--- config.mk ---
export PLATFORM = sky130hd
export DESIGN_NAME = saturn_mouse_acc
export DESIGN_NICKNAME = d
export VERILOG_FILES = /design/src/rtl/saturn_mouse_pkg.sv /design/src/rtl/mouse_axis_acc.sv /design/src/rtl/saturn_mouse_acc.sv
export SDC_FILE = /design/constraint.sdc
export NUM_CORES = 1
export LEC_CHECK = 0
export BUFFER_PORTS_ARGS = -buffer_cell sky130_fd_sc_hd__buf_4
export CORE_MARGIN = 2
export CORE_UTILIZATION = 25
export CTS_CLUSTER_DIAMETER = 120
export DETAILED_ROUTE_END_ITERATION = 12
export PLACE_DENSITY = 0.49
export SKIP_LAST_GASP = 1
export SLEW_MARGIN = 20
export SYNTH_ARGS = -nofsm -noshare
export SYNTH_HDL_FRONTEND = slang
export SYNTH_HIERARCHICAL = 1
export SYNTH_SLANG_ARGS = --single-unit
--- constraint.sdc ---
create_clock -name CLK -period 2.9 [get_ports CLK]
set_input_delay 0.58 -clock CLK [delete_from_list [all_inputs] [get_ports CLK]]
set_output_delay 0.58 -clock CLK [all_outputs]
set_load 0.005 [all_outputs]
--- src/rtl/saturn_mouse_pkg.sv ---
// rtl/saturn_mouse_pkg.sv - PS/2 status bit map, FLAGS bit map and report type for the Saturn mouse path
package saturn_mouse_pkg;

   localparam int ST_L    = 0;
   localparam int ST_R    = 1;
   localparam int ST_M    = 2;
   localparam int ST_SYNC = 3;
   localparam int ST_XS   = 4;
   localparam int ST_YS   = 5;
   localparam int ST_XO   = 6;
   localparam int ST_YO   = 7;

   localparam int FL_XSIGN = 0;
   localparam int FL_YSIGN = 1;
   localparam int FL_XOVF  = 2;
   localparam int FL_YOVF  = 3;

   localparam int EXT_START_BIT = 12;

   typedef struct packed {
      logic [3:0] flags;
      logic [3:0] buttons;
      logic [7:0] x;
      logic [7:0] y;
   } mouse_report_t;

endpackage

--- src/rtl/mouse_axis_acc.sv ---
// rtl/mouse_axis_acc.sv - one axis: packet delta, saturating accumulate, clear, clamp to 9-bit report
module mouse_axis_acc #(
   parameter int ACC_W      = 10,
   parameter int SENS_SHIFT = 0
) (
   input  logic       clk,
   input  logic       rst,
   input  logic       ce,
   input  logic       pkt,
   input  logic       clr,
   input  logic [7:0] delta_lo,
   input  logic       delta_sign,
   input  logic       delta_ovf,
   output logic [8:0] clamp_o,
   output logic       clamp_ovf
);

   localparam logic signed [ACC_W:0]   SUM_MAX = {2'b00, {(ACC_W-1){1'b1}}};
   localparam logic signed [ACC_W:0]   SUM_MIN = {2'b11, {(ACC_W-1){1'b0}}};
   localparam logic signed [ACC_W-1:0] OUT_MAX = ACC_W'(255);
   localparam logic signed [ACC_W-1:0] OUT_MIN = ACC_W'(-256);

   logic signed [ACC_W-1:0] acc_q, acc_d;
   logic signed [8:0]       raw, delta;
   logic signed [ACC_W:0]   base, sum;

   always_comb begin
      raw = {delta_sign, delta_lo};
      // PS/2 overflow means the true motion is unknown; report full scale in its direction
      if (delta_ovf) delta = delta_sign ? -9'sd255 : 9'sd255;
      else           delta = raw >>> SENS_SHIFT;

      base = clr ? '0 : {acc_q[ACC_W-1], acc_q};
      sum  = base + {{(ACC_W-8){delta[8]}}, delta};

      acc_d = acc_q;
      if (ce) begin
         if (pkt) begin
            if (sum > SUM_MAX)      acc_d = SUM_MAX[ACC_W-1:0];
            else if (sum < SUM_MIN) acc_d = SUM_MIN[ACC_W-1:0];
            else                    acc_d = sum[ACC_W-1:0];
         end else if (clr) begin
            acc_d = '0;
         end
      end

      clamp_ovf = 1'b1;
      if (acc_q > OUT_MAX)      clamp_o = 9'h0FF;
      else if (acc_q < OUT_MIN) clamp_o = 9'h100;
      else begin
         clamp_o   = acc_q[8:0];
         clamp_ovf = 1'b0;
      end
   end

   always_ff @(posedge clk or posedge rst) begin
      if (rst) acc_q <= '0;
      else     acc_q <= acc_d;
   end

endmodule

--- src/rtl/saturn_mouse_acc.sv ---
// rtl/saturn_mouse_acc.sv - PS/2 packets to Saturn Shuttle Mouse report; SATURN_MOUSE_SNAPSHOT_EN freezes
// outputs while a Saturn read is in progress
module saturn_mouse_acc
   import saturn_mouse_pkg::*;
#(
   parameter int ACC_W      = 10,
   parameter int SENS_SHIFT = 0
) (
   input  logic        CLK,
   input  logic        RST,
   input  logic        CE,
   input  logic        RESET_ACC,
   input  logic        READ_ACTIVE,
   input  logic [24:0] MOUSE,
   input  logic [15:0] MOUSE_EXT,
   output logic [3:0]  FLAGS,
   output logic [3:0]  BUTTONS,
   output logic [7:0]  X,
   output logic [7:0]  Y
);

   logic          init_q, init_d;
   logic          toggle_q, toggle_d;
   logic          clr_q, clr_d;
   logic [3:0]    buttons_q, buttons_d;
   mouse_report_t rpt_q, rpt_d;
   logic          pkt, clr_edge, rpt_upd;
   logic [8:0]    x_o, y_o;
   logic          x_ovf, y_ovf;
   logic [15:0]   unused_bits;

   assign unused_bits = {MOUSE_EXT[15:13], MOUSE_EXT[11:0], MOUSE[ST_SYNC]};

`ifdef SATURN_MOUSE_SNAPSHOT_EN
   assign rpt_upd = CE & ~READ_ACTIVE;
`else
   logic unused_read_active;
   assign unused_read_active = READ_ACTIVE;
   assign rpt_upd = CE;
`endif

   mouse_axis_acc #(.ACC_W(ACC_W), .SENS_SHIFT(SENS_SHIFT)) u_x (
      .clk(CLK), .rst(RST), .ce(CE), .pkt(pkt), .clr(clr_edge),
      .delta_lo(MOUSE[15:8]), .delta_sign(MOUSE[ST_XS]), .delta_ovf(MOUSE[ST_XO]),
      .clamp_o(x_o), .clamp_ovf(x_ovf)
   );

   mouse_axis_acc #(.ACC_W(ACC_W), .SENS_SHIFT(SENS_SHIFT)) u_y (
      .clk(CLK), .rst(RST), .ce(CE), .pkt(pkt), .clr(clr_edge),
      .delta_lo(MOUSE[23:16]), .delta_sign(MOUSE[ST_YS]), .delta_ovf(MOUSE[ST_YO]),
      .clamp_o(y_o), .clamp_ovf(y_ovf)
   );

   always_comb begin
      // The first clock after reset adopts the current toggle so a stale level is not taken as a packet
      pkt      = CE & ~init_q & (MOUSE[24] != toggle_q);
      clr_edge = CE & RESET_ACC & ~clr_q;
      init_d   = 1'b0;
      toggle_d = (init_q | CE) ? MOUSE[24] : toggle_q;
      clr_d    = CE ? RESET_ACC : clr_q;

      buttons_d = buttons_q;
      if (pkt) buttons_d = {MOUSE_EXT[EXT_START_BIT], MOUSE[ST_M], MOUSE[ST_R], MOUSE[ST_L]};

      rpt_d = rpt_q;
      if (rpt_upd) begin
         rpt_d.flags[FL_XSIGN] = x_o[8];
         rpt_d.flags[FL_YSIGN] = y_o[8];
         rpt_d.flags[FL_XOVF]  = x_ovf;
         rpt_d.flags[FL_YOVF]  = y_ovf;
         rpt_d.buttons         = buttons_q;
         rpt_d.x               = x_o[7:0];
         rpt_d.y               = y_o[7:0];
      end
   end

   always_ff @(posedge CLK or posedge RST) begin
      if (RST) begin
         init_q    <= 1'b1;
         toggle_q  <= 1'b0;
         clr_q     <= 1'b0;
         buttons_q <= '0;
         rpt_q     <= '0;
      end else begin
         init_q    <= init_d;
         toggle_q  <= toggle_d;
         clr_q     <= clr_d;
         buttons_q <= buttons_d;
         rpt_q     <= rpt_d;
      end
   end

   assign FLAGS   = rpt_q.flags;
   assign BUTTONS = rpt_q.buttons;
   assign X       = rpt_q.x;
   assign Y       = rpt_q.y;

endmodule

==> results.md, run 1 <==
- Status: finished, final reports clean
- Rows: 42
- Tmin final: 2880 ps
- Largest net degree at the start of global routing: 32
- Net Switching: 1.39 mW
- Syn nets: 410
- Synth Area in XOR/XNOR: 0.0284
- Worst clock skew: 6.03 ps
- Period utilisation layout: 0.992
- Vias: 2789
- Inst Count DP: 603
- Complex-gate fraction of the synthesized area: 0.193
- RR Startpoint: clr_q
- CTS tree: done
- Initial antenna violation count: 0
- Critical path cell sequence: buf_4, nand2_4, nor2_4, buf_12, nor2b_1, ha_1, a21oi_1, nand4b_1, a2111oi_4, nor2_4, buf_4, mux2_4, a221o_1
- Die height: 121 um
- Final non-filler cell area: 4640 sq um
- Post-DP Area: 4330 sq um
- Drt pass-1 iters: 4
- Cell count after synthesis: 342
- CP Max Fanout: 12
- Via/cell ratio: 4.50
- Critical Path Start Type: primary input
- Switching share of power: 0.347
- DR WL/cell: 13.8 um
- Fillers: 1378
- Unrepaired setup endpoints after global routing: true
- Worst slew pin tran: 877 ps
- ANT cells: 0
- Peak supply drop: 395 uV
- Syn Std Cell Area: 3400 sq um
- DRT antenna net count: 0
- Crit path max-delay cell type: a2111oi_4
- GPL Wtd Cong: 0.812
- Sequential share of power: 0.285
- DR iter-0 viols: 158
- Yosys warnings: 6
- Synth Area in Simple Gates: 0.173
- Post-synthesis register bit count: 51
- HP Class: in2async
- Root Buffer: clkbuf_16
- Area delta synth->final: 36.5%
- Clock power share: 0.193
- Die Wd: 121 um
- I/O Buffers: 52
- Setup CP Type: in2reg
- WL final: 8550 um
- Multiplexer share of the synthesized area: 0.105
- TritonCTS buffer count: 5
- Crit end category: flip-flop
- DRC: 0
- Dpl hpwl: 6390 um
- Reg2reg setup slack: 60 ps
- Slew Viols, Final: 0
- Largest family of logic cells by synthesized area: compound AO/OA/AOI/OAI gates
- Max_cap viols: 0
- Power, Total: 4.00 mW
- Io pins: 70
- FMAX: 0.347 GHz
- Synth unique cells: 43
- Power per cell area: 863 nW/um^2
- CP max stage delay: 570 ps
- Cts hold-fix bufs: 0
- Layout Utilization: 0.350
- Die Area: 14500 sq um
- Non-Filler Instances: 620
- Cell-internal power: 2.61 mW
- Nets: 511
- Share of cells above drive strength 1: 0.390
- Max transition margin: 0.414
- CTS Buffer Depth: 2
- Htree depth: 2
- Register area share after synthesis: 0.376
- Aggregate global-route resource usage: 0.121
- Clk sink count: 51
- Core area: 13200 sq um
- Fin. Hold Viols: 0
- TNS Setup: 0 ps
- Combinational power share: 0.523
- Reg2Reg Depth: 11
- Worst EP required: 3080 ps
- Count of final setup violators: 0
- Vias in the first global route: 2765
- Most frequent cells in the layout: buf_4, dfrtp_1, nor2_1, mux2_2, nor2b_1
- Reg2reg end: u_x/acc_q[8]
- Data arrival, critical path: 3060 ps
- Synth Area per Inst: 9.93 sq um
- Clock transition at the registers of the reported paths: 70 ps
- Worst-Skew Late Latency: 290 ps
- Wire length of the first global-routing pass: 14200 um
- GRT overflow: 0
- Adder-cell area share of the yosys netlist: 0.0855
- Pleak: 2.25 nW
- Initial Utilization: 0.256
- Commonest non-fill, non-tap cell in the layout: buf_4
per-layer routing:
metal / wire [um] / GRT usage / share of wire / up-vias
met5: 0 / 0 / 0 / -
met4: 51 / 0.0196 / 0.0060 / 0
met3: 317 / 0.0231 / 0.037 / 6
met2: 4000 / 0.196 / 0.47 / 37
met1: 4170 / 0.171 / 0.49 / 1340
li1: - / - / - / 1406
how the worst max path moves through the flow:
stage,start,endpoint,cells after the start,slack (ps)
5_1_grt,CE,u_y/acc_q[4],14,-80
3_5_place_dp,MOUSE[6],u_x/acc_q[0],11,-330
3_3_place_gp,MOUSE[6],u_x/acc_q[2],11,-260
4_1_cts,MOUSE[6],u_x/acc_q[0],11,10
6_report,CE,u_x/acc_q[8],13,20
2_1_floorplan,CE,u_x/acc_q[7],14,-260
critical path: cells and delay by family:
family,cells,cell delay [ps]
simple gates,5,570
buf+inv,3,390
fa+ha+maj,1,270
compound gates,3,910
mux,1,330
stage by stage:
step	worst slack [ps]	hold slack [ps]
after floorplan	-260	420
after global placement	-258	483
after detailed placement	-334	490
after CTS	10.0	241
after global routing	-83.6	256
final	21.9	236
Yosys cell counts, drive strengths merged:
cell | number | area (sq um)
o21a | 2 | 15.0
a221o | 10 | 100
a221oi | 2 | 30.0
xor2 | 2 | 17.5
mux2 | 31 | 357
nand2b | 2 | 12.5
and2 | 8 | 50.1
nand4b | 2 | 17.5
ha | 20 | 250
nand2 | 7 | 26.3
a311o | 2 | 20.0
a31oi | 2 | 25.0
fa | 2 | 40.0
o211a | 2 | 20.0
and3 | 4 | 27.5
a211oi | 2 | 40.0
a21oi | 14 | 70.1
nor3 | 2 | 10.0
nor3b | 3 | 33.8
a2bb2oi | 8 | 70.1
dfrtp | 50 | 1250
or2 | 6 | 37.5
inv | 22 | 82.6
or3 | 2 | 12.5
o21ai | 23 | 115
dfstp | 1 | 26.3
buf | 3 | 15.0
o31a | 2 | 17.5
nor2b | 28 | 175
clkbuf | 8 | 30.0
a311oi | 2 | 17.5
xnor2 | 9 | 78.8
conb | 1 | 3.75
nor2 | 48 | 185
a2111oi | 2 | 55.1
a21o | 6 | 45.0
o21bai | 2 | 15.0
flip-flops by register name, summed over array words and instances, names as in the netlist:
name       flops
BUTTONS        4
Y              8
u_x/acc_q     10
FLAGS          4
init_q         1
u_y/acc_q     10
clr_q          1
buttons_q      4
toggle_q       1
X              8
final cells by class:
cell class / count / area, sq um / share of cell area
clock inverters: 3 / 67.6 / 0.0146
multi-input cells: 258 / 2060 / 0.445
inverters: 22 / 82.6 / 0.0178
flip-flops and latches: 51 / 1280 / 0.276
repair buffers: 105 / 801 / 0.173
well taps: 176 / 220 / 0.0475
clock buffers: 5 / 125 / 0.0270
logic make-up after synthesis:
group	count (synthesis)
simple gates	112
compound gates	81
flops	51
xor+xnor	11
fa+ha+maj	22
buf+inv	33
mux	31
other cells	1
power by group through the flow:
stage               sequential, mW  combinational, mW  clock [mW]
floorplan                     1.12               1.28           0
global placement              1.15               2.00           0
detailed placement            1.16               2.01           0
CTS                           1.14               2.03       0.787
global route                  1.18               2.33       0.820
finish                        1.14               2.09       0.770
what timing repair did:
action,4_1_cts,5_1_grt
pin swaps,2,6
setup endpoints to repair,2,18
buffers inserted,1,8
resized for setup,0,11
Note: power is estimated with default switching activity, not from simulation.
==> run 2, diff against run 1 <==
==> constraint.sdc (replaced) <==
create_clock -name CLK -period 2.9 [get_ports CLK]
set_input_delay 0.29 -clock CLK [delete_from_list [all_inputs] [get_ports CLK]]
set_output_delay 0.29 -clock CLK [all_outputs]
set_load 0.005 [all_outputs]
==> run 2 against run 1 <==
Net effect: sequential power hardly changed; maximum frequency is 4.1% higher; worst setup slack better by 110 ps; via count is 5.3% lower; die area stayed put; critical path type is now reg2reg; highest routed layer unchanged; cell count is 4.7% lower.
==> results.md, run 2 (synthesis results as in run 1) <==
- Largest delay contributor family on the critical path: compound AO/OA/AOI/OAI gates
- Rows: 42 (unchanged)
- Worst-Skew Late Latency: 290 ps (about the same)
- Area of the multi-input gates: 2020 sq um (-2.2%)
- GPL Wtd Cong: 0.806 (-0.69%)
- Area delta synth->final: 27.5%
- Critical Path Start Type: flip-flop
- Worst EP required: 3080 ps (about the same)
- Root Buffer: clkbuf_16
- Post_cts resized: 0 (unchanged)
- Share of cells above drive strength 1: 0.333 (-0.0571)
- Initial Utilization: 0.256 (unchanged)
- Commonest non-fill, non-tap cell in the layout: buf_4
- Most frequent cells in the layout: buf_4, dfrtp_1, nor2_1, mux2_2, nor2b_1
- Critical path cell sequence: nor2_4, buf_12, nor2b_1, ha_2, fa_2, a21o_1, a221oi_2, o31a_1, nor3b_1, mux2_4, a311o_1
- Pleak: 2.08 nW (-7.6%)
- FF/Latch Area: 1280 sq um (unchanged)
- Power, Total: 3.63 mW (-9.2%)
- Inst Count DP: 580 (-3.8%)
- Clock transition at the registers of the reported paths: 70 ps (about the same)
- GRT overflow: 0 (unchanged)
- Count of final setup violators: 0 (unchanged)
- Clk sink count: 51 (unchanged)
- Io pins: 70 (unchanged)
- TNS Setup: 0 ps (unchanged)
- Unrepaired setup endpoints after global routing: true
- Max_cap viols: 0 (unchanged)
- Wire length of the first global-routing pass: 13800 um (-2.7%)
- Post-DP Area: 4160 sq um (-4.0%)
- I/O Buffers: 52 (unchanged)
- Drt pass-1 iters: 4 (unchanged)
- Worst Path Buf+Inv: 1 (-2)
- Initial antenna violation count: 0 (unchanged)
- CTS tree: done
- Vias in the first global route: 2761 (-0.14%)
- Non-Filler Instances: 591 (-4.7%)
- Via/cell ratio: 4.47 (-0.70%)
- DR iter-0 viols: 101 (-36%)
- WL final: 8180 um (-4.3%)
- Worst clock skew: 4.78 ps (-1.25 ps)
- FMAX: 0.362 GHz (+4.1%)
- Nets: 482 (-5.7%)
- Die Wd: 121 um (unchanged)
- Power per cell area: 838 nW/um^2 (-2.8%)
- HP Class: in2reg
- Core area: 13200 sq um (unchanged)
- Biggest regs: u_x/acc_q (10), u_y/acc_q (10)
- Period utilisation layout: 0.954 (-0.0387)
- Max transition margin: 0.476 (+0.0620)
- DRT antenna net count: 0 (unchanged)
- Peak supply drop: 331 uV (-16%)
- Worst hold slack: 228 ps (-7.80 ps)
- CP Max Fanout: 12 (unchanged)
- Crit end category: flip-flop
- Data arrival, critical path: 2940 ps (-120 ps)
- Dpl hpwl: 6350 um (-0.65%)
- CP max stage delay: 410 ps (-160 ps)
- Crit path max-delay cell type: dfrtp_1
- DRC: 0 (unchanged)
- Fillers: 1414 (+2.6%)
- TritonCTS buffer count: 5 (unchanged)
- Fin. Hold Viols: 0 (unchanged)
- Tmin final: 2770 ps (-112 ps)
- Slew Viols, Final: 0 (unchanged)
- DR WL/cell: 13.8 um (+0.36%)
- ANT cells: 0 (unchanged)
- CTS Buffer Depth: 2 (unchanged)
- Setup CP Type: reg2reg
- Die height: 121 um (unchanged)
- Final non-filler cell area: 4330 sq um (-6.6%)
- Status: finished, final reports clean
- Htree depth: 2 (unchanged)
- Largest net degree at the start of global routing: 32 (unchanged)
- Worst slew pin tran: 784 ps (-92.8 ps)
- Aggregate global-route resource usage: 0.119 (-0.00224)
- Die Area: 14500 sq um (unchanged)
- Vias: 2640 (-5.3%)
run 2: changes by cell type in the layout (fill, tap and decap cells not counted), sizes merged:
cell and delta:
buf -30, bufinv -2, dlygate4sd3 +1, clkinvlp +1
inv +1
run 2: final timing paths:
| check | from | end | slack, ps | cells past startpoint |
|---|---|---|---|---|
| setup / recovery | clr_q | u_x/acc_q[7] | 130 | 11 |
| hold / removal | MOUSE[1] | buttons_q[1] | 230 | 2 |
| setup reg to reg | clr_q | u_x/acc_q[7] | 130 | 11 |
| hold reg to reg | buttons_q[0] | buttons_q[0] | 510 | 1 |
| max in group asynchronous | RST | init_q | 1760 | 4 |
| min in group asynchronous | RST | Y[3] | 480 | 3 |
run 2: per-layer routing:
layer / routed length (um) / part of all wire / track usage / vias up
met1: 4020 / 0.49 / 0.163 / 1245
li1: - / - / - / 1355
met4: 79 / 0.0097 / 0.0283 / 0
met2: 3820 / 0.47 / 0.194 / 33
met3: 259 / 0.032 / 0.0217 / 7
met5: 0 / 0 / 0 / -
run 2: timing repair:
item | CTS | global route
setup endpoints to repair | 0 | 11
setup buffers | 0 | 2
hold endpoints to repair | 3 | 0
hold buffers | 1 | 0
run 2: where the power goes:
part,internal (mW),switching (mW)
registers,0.974,0.177
clock network,0.323,0.276
logic,0.989,0.890
total,2.29,1.34
run 2: area by class of cell:
class | count | share of cell area
multi-input cells | 258 | 0.465
flip-flops and latches | 51 | 0.295
repair buffers | 76 | 0.135
well taps | 176 | 0.0509
clock buffers | 5 | 0.0289
inverters | 22 | 0.0191
clock inverters | 3 | 0.00549
run 2: per-stage QoR:
| stage | setup slack (ps) | util |
|---|---|---|
| 2_1_floorplan | 8.03 | - |
| 3_3_place_gp | 27.1 | 0.314 |
| 3_5_place_dp | 5.76 | 0.314 |
| 4_1_cts | 70.5 | 0.326 |
| 5_1_grt | -27.0 | 0.327 |
| 6_report | 134 | 0.327 |
==> run 3, diff against run 2 <==
--- a/config.mk
+++ b/config.mk
@@ -8,9 +8,9 @@
 export BUFFER_PORTS_ARGS = -buffer_cell sky130_fd_sc_hd__buf_4
 export CORE_MARGIN = 2
 export CORE_UTILIZATION = 25
-export CTS_CLUSTER_DIAMETER = 120
 export DETAILED_ROUTE_END_ITERATION = 12
-export PLACE_DENSITY = 0.49
+export PLACE_DENSITY = 0.48
+export RECOVER_POWER = 25
 export SKIP_LAST_GASP = 1
 export SLEW_MARGIN = 20
 export SYNTH_ARGS = -nofsm -noshare
==> constraint.sdc (replaced) <==
create_clock -name CLK -period 3 [get_ports CLK]
set_input_delay 0.3 -clock CLK [delete_from_list [all_inputs] [get_ports CLK]]
set_output_delay 0.3 -clock CLK [all_outputs]
set_load 0.005 [all_outputs]
==> run 3 against run 2 <==
Net effect: clock power up 24%; routed wire length down 0.12%; first-iteration DRC count up 20%; global-route usage down 0.14 points; power down 0.78%; die area unchanged; critical path depth up 1; count of clock-buffer cells in the layout unchanged; worst hold slack worse by 200 ps; combinational power down 7%; clock skew up 2.4 ps; sequential power down 3%; critical endpoint is now u_y/acc_q[8]; largest cell class unchanged.
==> results.md, run 3 (synthesis results as in run 1) <==
- Count of final setup violators: 0 (unchanged)
- GRT busiest layer: met2
- GR Util met1: 0.161 (-0.00235)
- Reg2reg end: u_y/acc_q[8]
- Tmin final: 2850 ps (+82.2 ps)
- Dpl hpwl: 6150 um (-3.1%)
- Period utilisation layout: 0.949 (-0.00441)
- GRT overflow: 0 (unchanged)
- Worst setup startpoint: clr_q
- Area delta synth->final: 27.0%
- Worst setup endpoint: u_y/acc_q[8]
- Setup CP Type: reg2reg
- CTS Buffer Depth: 2 (unchanged)
- I/O Buffers: 52 (unchanged)
- DR WL/cell: 14.1 um (+1.6%)
- Met3 Track Usage GR: 0.0179 (-0.00377)
- Worst slew pin tran: 767 ps (-16.9 ps)
- Power per cell area: 835 nW/um^2 (-0.38%)
- Via/cell ratio: 4.50 (+0.76%)
- Die Area: 14500 sq um (unchanged)
- Max transition margin: 0.488 (+0.0113)
- Rows: 42 (unchanged)
- Fin. Hold Viols: 0 (unchanged)
- DRC: 0 (unchanged)
- HP Class: in2async
- FMAX: 0.351 GHz (-2.9%)
- Crit end category: flip-flop
- Inst Count DP: 567 (-2.2%)
- Die Wd: 121 um (unchanged)
- TritonCTS buffer count: 5 (unchanged)
- Clock transition at the registers of the reported paths: 70 ps (about the same)
- DR iter-0 viols: 121 (+20%)
- Layout Utilization: 0.326 (-0.00132)
- Io pins: 70 (unchanged)
- Data arrival, critical path: 3020 ps (+80 ps)
- Commonest non-fill, non-tap cell in the layout: buf_4
- Max_cap viols: 0 (unchanged)
- Peak supply drop: 321 uV (-3.0%)
- Nets: 472 (-2.1%)
- Status: finished, final reports clean
- Worst clock skew: 7.23 ps (+2.45 ps)
- Reg2reg setup slack: 150 ps (+20 ps)
- CTS tree: done
- Reg2Reg Depth: 12 (+1)
- Root Buffer: clkbuf_16
- Most frequent cells in the layout: buf_4, dfrtp_1, nor2_1, mux2_2, nor2b_1
- Initial Utilization: 0.256 (unchanged)
- TNS Setup: 0 ps (unchanged)
- Critical Path Start Type: flip-flop
- Met2 usage: 0.195 (+0.000706)
- Worst EP required: 3180 ps (+100 ps)
- Cts hold-fix bufs: 0 (-1)
- Vias: 2615 (-0.95%)
- Die height: 121 um (unchanged)
- Biggest regs: u_x/acc_q (10), u_y/acc_q (10)
- DRT antenna net count: 0 (unchanged)
- GPL Wtd Cong: 0.815 (+1.1%)
- Share of cells above drive strength 1: 0.311 (-0.0214)
- Clk sink count: 51 (unchanged)
- Initial antenna violation count: 0 (unchanged)
- WL final: 8170 um (-0.12%)
- Vias in the first global route: 2663 (-3.5%)
- Wire length of the first global-routing pass: 13500 um (-1.9%)
- Core area: 13200 sq um (unchanged)
- CP Max Fanout: 9 (-3)
- Slew Viols, Final: 0 (unchanged)
- Aggregate global-route resource usage: 0.118 (-0.00137)
- ANT cells: 0 (unchanged)
- Worst-Skew Late Latency: 290 ps (about the same)
- Non-Filler Instances: 581 (-1.7%)
- Pleak: 2.06 nW (-1.0%)
- Htree depth: 2 (unchanged)
- Largest net degree at the start of global routing: 32 (unchanged)
- RR Startpoint: clr_q
- Drt pass-1 iters: 4 (unchanged)
[run 3: metal layers]
layer  share of wire  vias up
met5               0        -
met4          0.0099        0
met3           0.038        5
met2            0.47       59
met1            0.49     1210
li1                -     1341
[run 3: layout make-up]
cell class | count | area, sq um
clock buffer | 5 | 125
clock inverter | 3 | 67.6
fill | 1402 | 8930
inverter | 22 | 82.6
multi-input combinational | 258 | 2010
sequential | 51 | 1280
tap | 176 | 220
timing repair buffer | 66 | 534
[run 3: worst min path at each step]
stage,slack (ps),to,from,cells after the start
after floorplan,140,u_x/acc_q[0],RST,1
after global placement,340,u_x/acc_q[1],RST,2
after detailed placement,340,u_y/acc_q[3],RST,2
after CTS,20,u_x/acc_q[2],RST,2
after global routing,50,u_x/acc_q[0],RST,2
final,30,u_x/acc_q[2],RST,2
[run 3: where the power goes]
group / internal (mW) / switching [mW]
Clock: 0.478 / 0.264
Sequential: 0.941 / 0.165
Combinational: 0.901 / 0.852
Total: 2.32 / 1.28
[run 3: stage by stage]
step	power (mW)	hold slack (ps)	area, sq um	setup WS [ps]
after global routing	3.89	53.8	4310	-1.78
after global placement	2.84	343	4040	29.7
after CTS	3.63	23.2	4230	104
final	3.60	30.8	4310	152
after detailed placement	2.86	342	4040	-2.54
after floorplan	2.31	140	3440	14.7
[run 3: timing repair]
item | CTS | global route
gates resized for setup | 0 | 2
endpoints found under the setup margin | 0 | 15
buffers inserted | 0 | 5
[run 3: worst max-delay path, cell delays in order, from the launching register on]
cell	delay [ps]
dfrtp_1	410
nor2_4	140
buf_12	120
nor2b_1	40
ha_2	180
fa_2	370
a21o_1	190
a221oi_2	300
o31a_1	260
o211a_1	220
a211oi_4	50
buf_12	150
a221o_1	300
